<file path="src/rtl/io_uart_tx.sv">
// Output-port sink for the core: buffers 32-bit words in a small FIFO and
// sends each one as four UART 8N1 bytes, least significant byte first.
module io_uart_tx #(
  parameter int CLKS_PER_BIT = 16,
  parameter int DEPTH        = 8,
  parameter int ADDR_W       = 3
) (
  input  logic              clk,
  input  logic              reset,
  input  logic [31:0]       din,
  input  logic              din_valid,
  output logic              tx,
  output logic              busy,
  output logic              overflow,
  output logic [ADDR_W:0]   count
);

  localparam int CNT_W = (CLKS_PER_BIT > 2) ? $clog2(CLKS_PER_BIT) : 1;
  localparam logic [CNT_W-1:0] CNT_LAST = CNT_W'(CLKS_PER_BIT - 1);
  localparam logic [ADDR_W:0]  FULL     = (ADDR_W + 1)'(DEPTH);

  typedef enum logic [1:0] {IDLE, START, DATA, STOP} state_t;

  // Handshake: din_valid is a one-cycle strobe with no ready; a word offered
  // while the FIFO is full (and not popping on that edge) is dropped.
  logic [31:0]       mem_q [DEPTH];
  logic [ADDR_W-1:0] wr_ptr_q, wr_ptr_d;
  logic [ADDR_W-1:0] rd_ptr_q, rd_ptr_d;
  logic [ADDR_W:0]   count_q, count_d;
  logic              overflow_q, overflow_d;
  state_t            state_q, state_d;
  logic [CNT_W-1:0]  clk_cnt_q, clk_cnt_d;
  logic [2:0]        bit_idx_q, bit_idx_d;
  logic [1:0]        byte_idx_q, byte_idx_d;
  logic [31:0]       shift_q, shift_d;
  logic              tx_q, tx_d;
  logic              busy_q, busy_d;
  logic              pop, wr_en, timer_done;

  always_comb begin
    pop        = (state_q == IDLE) && (count_q != '0);
    wr_en      = din_valid && ((count_q != FULL) || pop);
    timer_done = (clk_cnt_q == CNT_LAST);

    wr_ptr_d   = wr_en ? wr_ptr_q + ADDR_W'(1) : wr_ptr_q;
    rd_ptr_d   = pop   ? rd_ptr_q + ADDR_W'(1) : rd_ptr_q;
    overflow_d = overflow_q | (din_valid & ~wr_en);
    case ({wr_en, pop})
      2'b10:   count_d = count_q + (ADDR_W + 1)'(1);
      2'b01:   count_d = count_q - (ADDR_W + 1)'(1);
      default: count_d = count_q;
    endcase

    state_d    = state_q;
    clk_cnt_d  = timer_done ? '0 : clk_cnt_q + CNT_W'(1);
    bit_idx_d  = bit_idx_q;
    byte_idx_d = byte_idx_q;
    shift_d    = shift_q;

    // The shift register moves right once per data bit, so the word leaves
    // as bits 0..31 in order, which is byte 0 first and LSB first per byte.
    case (state_q)
      IDLE: begin
        clk_cnt_d = '0;
        if (pop) begin
          shift_d    = mem_q[rd_ptr_q];
          byte_idx_d = '0;
          state_d    = START;
        end
      end
      START: begin
        if (timer_done) begin
          bit_idx_d = '0;
          state_d   = DATA;
        end
      end
      DATA: begin
        if (timer_done) begin
          shift_d = {1'b0, shift_q[31:1]};
          if (bit_idx_q == 3'd7) state_d = STOP;
          else                   bit_idx_d = bit_idx_q + 3'd1;
        end
      end
      STOP: begin
        if (timer_done) begin
          if (byte_idx_q == 2'd3) begin
            state_d = IDLE;
          end else begin
            byte_idx_d = byte_idx_q + 2'd1;
            state_d    = START;
          end
        end
      end
      default: state_d = IDLE;
    endcase

    // tx and busy are registered from the next-state values.
    case (state_d)
      START:   tx_d = 1'b0;
      DATA:    tx_d = shift_d[0];
      default: tx_d = 1'b1;
    endcase
    busy_d = (count_d != '0) || (state_d != IDLE);
  end

  always_ff @(posedge clk) begin
    if (wr_en) mem_q[wr_ptr_q] <= din;
  end

  always_ff @(posedge clk) begin
    if (reset) begin
      wr_ptr_q   <= '0;
      rd_ptr_q   <= '0;
      count_q    <= '0;
      overflow_q <= 1'b0;
      state_q    <= IDLE;
      clk_cnt_q  <= '0;
      bit_idx_q  <= '0;
      byte_idx_q <= '0;
      shift_q    <= '0;
      tx_q       <= 1'b1;
      busy_q     <= 1'b0;
    end else begin
      wr_ptr_q   <= wr_ptr_d;
      rd_ptr_q   <= rd_ptr_d;
      count_q    <= count_d;
      overflow_q <= overflow_d;
      state_q    <= state_d;
      clk_cnt_q  <= clk_cnt_d;
      bit_idx_q  <= bit_idx_d;
      byte_idx_q <= byte_idx_d;
      shift_q    <= shift_d;
      tx_q       <= tx_d;
      busy_q     <= busy_d;
    end
  end

  assign tx       = tx_q;
  assign busy     = busy_q;
  assign overflow = overflow_q;
  assign count    = count_q;

endmodule

</file>
<file path="config.mk">
export PLATFORM = sky130hd
export DESIGN_NAME = io_uart_tx
export DESIGN_NICKNAME = d
export VERILOG_FILES = /design/src/rtl/io_uart_tx.sv
export SDC_FILE = /design/constraint.sdc
export NUM_CORES = 1
export LEC_CHECK = 0
export ABC_AREA = 1
export CORE_ASPECT_RATIO = 1.2
export CORE_UTILIZATION = 35
export DETAILED_ROUTE_END_ITERATION = 6
export GPL_TIMING_DRIVEN = 0
export SETUP_SLACK_MARGIN = 0.1
export SYNTH_ARGS = -nofsm -noshare
export SYNTH_HDL_FRONTEND = slang
export SYNTH_SLANG_ARGS = --single-unit
</file>
<file path="constraint.sdc">
create_clock -name clk -period 2.7 [get_ports clk]
set_clock_uncertainty 0.05 [all_clocks]
set_input_delay 0.54 -clock clk [delete_from_list [all_inputs] [get_ports clk]]
set_output_delay 0.54 -clock clk [all_outputs]
set_load 0.02 [all_outputs]
</file>
==> results of run 1 <==
-- where the power goes --
part           switching [W]  total, W  leakage [nW]  internal (W)
combinational        0.00305   0.00455          1.73       0.00149
clock                0.00187   0.00423         0.500       0.00236
sequential          0.000226   0.00605          2.81       0.00583
total                0.00515    0.0148          5.04       0.00968
-- area by class of cell --
| cell class | count | area (um2) |
|---|---|---|
| sequential | 315 | 8869 |
| fill | 3404 | 20660 |
| clock buffer | 37 | 850.8 |
| tap | 468 | 585.6 |
| inverter | 66 | 252.7 |
| multi-input combinational | 639 | 3291 |
| buffer | 62 | 321.6 |
| clock inverter | 21 | 151.4 |
| timing repair buffer | 61 | 770.7 |
-- metrics by stage --
step	setup TNS, ns	util, %
after floorplan	-31.41	-
after global placement	-381.92	38.23
after detailed placement	-10.20	38.92
after CTS	0	41.73
after global routing	0	42.21
final	0	42.21
-- layer usage --
| metal | routed length (um) | GRT usage [%] |
|---|---|---|
| met1 | 13500 | 21.54 |
| met2 | 16710 | 31.91 |
| met3 | 1929 | 2.417 |
| met4 | 729 | 5.487 |
| met5 | 0 | 0 |
-- critical path: cells and delay by family (launching register included) --
| family | cells | cell delay, ns |
|---|---|---|
| AND/OR/NAND/NOR | 5 | 1.43 |
| buffers and inverters | 1 | 0.29 |
| flip-flops | 1 | 0.36 |
-- cells in the mapped netlist, drive strengths merged --
library cell	instances	area (um2)
nand2	79	309.0
o211ai	65	488.0
a21oi	36	198.9
a22oi	2	15.01
nor3b	1	7.510
o21a	1	7.510
a311oi	1	8.760
dfxtp	59	1181
nor3	1	5.000
and2	1	6.260
nand3	30	162.7
ha	8	100.1
or2	1	6.260
inv	66	252.8
edfxtp	256	7687
fa	1	20.02
o21bai	1	7.510
nor2	223	877.1
o22ai	12	106.4
o21ai	162	810.8
xnor2	1	8.760
nand3b	2	15.01
a211oi	1	7.510
a31oi	10	62.56
buf	28	193.9
clkbuf	34	127.6
-- flip-flops by register name (all words and copies together), names as in the netlist, named ones only --
signal / count
bit_idx_q: 3
count: 4
tx: 1
byte_idx_q: 2
rd_ptr_q: 3
busy: 1
clk_cnt_q: 4
state_q: 2
shift_q: 32
overflow: 1
wr_ptr_q: 3
mem_q: 256
-- cell families (layout without fill, tap and decap cells) --
logic type | count (synthesis) | in the layout | synth area share, %
compound gates | 291 | 291 | 13.52
xor+xnor | 1 | 1 | 0.06912
fa+ha+maj | 9 | 9 | 0.9478
buf+inv | 128 | 247 | 4.532
flops | 315 | 315 | 69.98
simple gates | 338 | 338 | 10.96
-- timing repair --
item                       4_1_cts  5_1_grt
setup endpoints to repair        0      103
hold buffers                     0        0
setup buffers                    0       13
-- how the worst min path moves through the flow --
stage | to | slack [ns] | cells past startpoint
finish | shift_q[9]$_SDFFE_PP0P_ | 0.37 | 2
global route | shift_q[9]$_SDFFE_PP0P_ | 0.41 | 2
CTS | shift_q[9]$_SDFFE_PP0P_ | 0.37 | 2
detailed placement | clk_cnt_q[0]$_SDFF_PP0_ | 0.40 | 1
global placement | clk_cnt_q[0]$_SDFF_PP0_ | 0.38 | 1
floorplan | clk_cnt_q[0]$_SDFF_PP0_ | 0.37 | 1
==> metrics.cfg, run 1 <==
[worst_setup_path]
r2r-end = mem_q[4][2]$_DFFE_PP_
regToRegStartpoint = state_q[1]$_SDFF_PP0_
critPathSlowestCell = nor2_4
cp_data_arrival_time_ns = 2.66
path_cells = nor2_2 > nand2_4 > nand2_1 > nand3_1 > nor2_4 > buf_12
ff2ff_setup_slack_ns = 0.25
required_ns = 2.90
reg2reg_depth = 6
timing.critical_path.from = state_q[1]$_SDFF_PP0_
critPathMaxStageDelay_ns = 0.56
critPathMaxFanout = 23
crit_path_end = mem_q[4][2]$_DFFE_PP_
path_class = reg -> reg
start_kind = flip-flop
end_kind = flip-flop

[timing]
rsz0062_at_grt = yes
layout_setup_ws_ns = 0.2459
maxSlewHeadroom_pct = 42.37
slew_violations = 0
hold_ws_ns = 0.3733
setup_viol = 0
final-hold-violation-count = 0
tightest_slew_ns = 0.8644
period_share_pct = 90.89
period_minus_slack_ns = 2.454
max_freq_ghz = 0.4075

[clock_tree]
cts_tree = yes
path_clk_slew_ns = 0.07
htree_num_levels = 1
clock_path_buffers = 3
cts_resized = 0
clkLatencyLatePin_ns = 0.57
root_buffer = clkbuf_16
clock_sinks = 315
cts_made_buffers = 31

[grt]
antenna_found_initial = 0
globalRouteTotalUtil_pct = 17.63
grt_pass1_wl_mm = 49.05
grt_max_degree = 24
grt_pass1_vias = 8533
grt-ovfl-total = 0

[cells_and_area]
layout.nets = 1220
fin_area_um2 = 15090
layout.cells.most_common = edfxtp_1
final_cell_count_no_fill = 1669
area_growth_syn_to_layout_pct = 19.08
final_cell_mix = edfxtp_1 (256), nor2_1 (210), o21ai_0 (150)
diodes = 0
drive_gt1_share_pct = 11.07

[yosys]
ys_seq_area_share_pct = 69.98
syn_area_per_cell_um2 = 11.71
netlist_instances = 1082
syn-cell-area_um2 = 12670
synth.distinct_cells = 39
ys_warn_count = 0
synth_seq_cells = 315
synthesis.nets = 1126

[routing]
drtPass1Iterations = 5
drt_iter0_markers = 714
routed_wl_mm = 32.87
postRouteAntennaNets = 0
viasPerCell = 5.177
routedWlPerCell_um = 19.70
drcViolationCount = 0
vias = 8641

[worst_hold_path]
min_path_type = in -> reg
hold_start = reset

[power_and_ir_drop]
powerDensity_nw_per_um2 = 982.6
p_total_w = 0.01483
cellLeakagePower_nw = 5.041
vdd_drop_max_uv = 390.7

[floorplan]
core_um2 = 35750
start_util_pct = 35.45
rows = 76
io_pins = 42
die_y_um = 210.5
die_area_um2 = 36980
die_x_um = 175.7

[placed_design]
hpwl_mm = 21.07
place_ws_ns = -0.1341
dp.cells = 1598
placed_area_um2 = 13920
io_buffer_count = 40
gp_congestion = 0.8181

[run_status]
outcome = complete, no violations

[flow_run]
cap_violations = 0

(Power assumes the default switching activity.)
==> run 2, diff against run 1 <==
--- a/config.mk
+++ b/config.mk
@@ -7,7 +7,7 @@
 export LEC_CHECK = 0
 export ABC_AREA = 1
 export CORE_ASPECT_RATIO = 1.2
-export CORE_UTILIZATION = 35
+export CORE_UTILIZATION = 42
 export DETAILED_ROUTE_END_ITERATION = 6
 export GPL_TIMING_DRIVEN = 0
 export SETUP_SLACK_MARGIN = 0.1
==> constraint.sdc (replaced) <==
create_clock -name clk -period 3.1 [get_ports clk]
set_clock_uncertainty 0.05 [all_clocks]
set_input_delay 0.62 -clock clk [delete_from_list [all_inputs] [get_ports clk]]
set_output_delay 0.62 -clock clk [all_outputs]
set_load 0.02 [all_outputs]
==> run 2 against run 1 <==
  * Maximum frequency down 5.3%
  * Via count fell by 2.9%
  * Core utilization increased by 8.0 points
  * Power fell by 12%
  * Final cell count down 5.3%
  * First-iteration DRC count up 2.2%
  * Final area down 1.6%
  * Sequential cell count did not move
  * Critical endpoint is now mem_q[5][3]$_DFFE_PP_
  * Largest cell class unchanged
  * Highest routed layer unchanged
==> metrics.cfg, run 2 (synthesis results as in run 1) <==
[power_and_ir_drop]
cellLeakagePower_nw = 4.957
powerDensity_nw_per_um2 = 875.4
p_total_w = 0.01300
vdd_drop_max_uv = 437.0

[flow_run]
cap_violations = 0

[grt]
grt-ovfl-total = 0
grt_pass1_vias = 8197
grt_max_degree = 21
antenna_found_initial = 0
globalRouteTotalUtil_pct = 21.15
grt_pass1_wl_mm = 48.39

[clock_tree]
cts_made_buffers = 34
postCtsSetupRepairBufs = 0
root_buffer = clkbuf_16
cts_hold_buf = 0
clkLatencyLatePin_ns = 0.51
cts_tree = yes
htree_num_levels = 2
path_clk_slew_ns = 0.06
cts_resized = 0
clock_sinks = 315
clock_path_buffers = 3

[cells_and_area]
layout.nets = 1210
fill_cells = 2585
layout.cells.most_common = edfxtp_1
seqCellArea_um2 = 8869
drive_gt1_share_pct = 9.488
diodes = 0
area_growth_syn_to_layout_pct = 17.22
largest-register = mem_q
largest_reg_flops = 256
top_regs = mem_q (256), shift_q (32)
multi_input_area_um2 = 3291
final_cell_mix = edfxtp_1 (256), nor2_1 (210), o21ai_0 (150)

[placed_design]
hpwl_mm = 20.58
io_buffer_count = 40
gp_congestion = 0.7892

[worst_setup_path]
required_ns = 3.26
start_kind = flip-flop
critPathMaxFanout = 19
end_kind = flip-flop
path_class = reg -> reg
cp_data_arrival_time_ns = 2.75

[timing]
period_share_pct = 83.63
finalSetupTns_ns = 0
rsz0062_at_grt = no
setup_viol = 0
max_freq_ghz = 0.3857
period_minus_slack_ns = 2.592
final-hold-violation-count = 0
maxSlewHeadroom_pct = 41.42
slew_violations = 0
tightest_slew_ns = 0.8787

[routing]
drt_iter0_markers = 730
routedWlPerCell_um = 20.25
routed_wl_mm = 32.01
drtPass1Iterations = 5
drcViolationCount = 0
viasPerCell = 5.309
postRouteAntennaNets = 0
vias = 8394

[floorplan]
start_util_pct = 42.80
core_um2 = 29610
die_y_um = 192.3
io_pins = 42
rows = 69
die_x_um = 160.6
die_area_um2 = 30880

[run_status]
outcome = complete, no violations

[worst_hold_path]
min_path_type = reg -> reg

[run 2: final timing paths]
check / cells after the start / slack, ns / start / to
min reg2reg: 1 / 0.40 / clk_cnt_q[0]$_SDFF_PP0_ / clk_cnt_q[0]$_SDFF_PP0_
max reg2reg: 8 / 0.51 / state_q[1]$_SDFF_PP0_ / mem_q[5][3]$_DFFE_PP_
max: 8 / 0.51 / state_q[1]$_SDFF_PP0_ / mem_q[5][3]$_DFFE_PP_
min: 1 / 0.40 / clk_cnt_q[0]$_SDFF_PP0_ / clk_cnt_q[0]$_SDFF_PP0_
[run 2: cell type report]
type | instances | share of cell area (%)
well taps | 390 | 3.285
inverters | 66 | 1.701
repair buffers | 48 | 3.925
clock inverters | 9 | 0.4801
flip-flops and latches | 315 | 59.70
multi-input cells | 639 | 22.15
plain buffers | 62 | 2.165
clock buffers | 52 | 6.595
[run 2: layer usage]
metal / vias up / global-route usage [%] / wire length [um]
li1: 4022 / - / -
met1: 4078 / 26.20 / 13510
met2: 232 / 37.56 / 16020
met3: 62 / 2.729 / 1402
met4: 0 / 8.205 / 1068
met5: - / 0 / 0
[run 2: where the power goes]
part	total [W]	leakage, nW	internal (W)	switching [W]
combinational	0.00391	1.64	0.00126	0.00265
clock	0.00383	0.508	0.00226	0.00156
sequential	0.00527	2.81	0.00508	0.000189
[run 2: worst max-delay path, cell delays in order, from the launching register on]
cell     delay [ns]
dfxtp_1        0.35
nor2_2         0.29
nand2_4        0.12
nand2_1        0.12
nand2_1        0.13
nor2_1         0.11
inv_1          0.17
nor2_4         0.71
buf_16         0.23
[run 2: through the flow]
step	utilization (%)	hold WS, ns	cell area (um2)	cells	worst slack [ns]
after floorplan	-	0.3679	12670	1082	0.1546
after CTS	50.17	0.4015	14860	1581	0.4859
final	50.17	0.3973	14860	1581	0.5076
after global routing	50.17	0.4177	14860	1581	0.2747
after detailed placement	46.62	0.3887	13800	1520	0.1269
after global placement	45.80	0.3813	13560	1512	-1.824
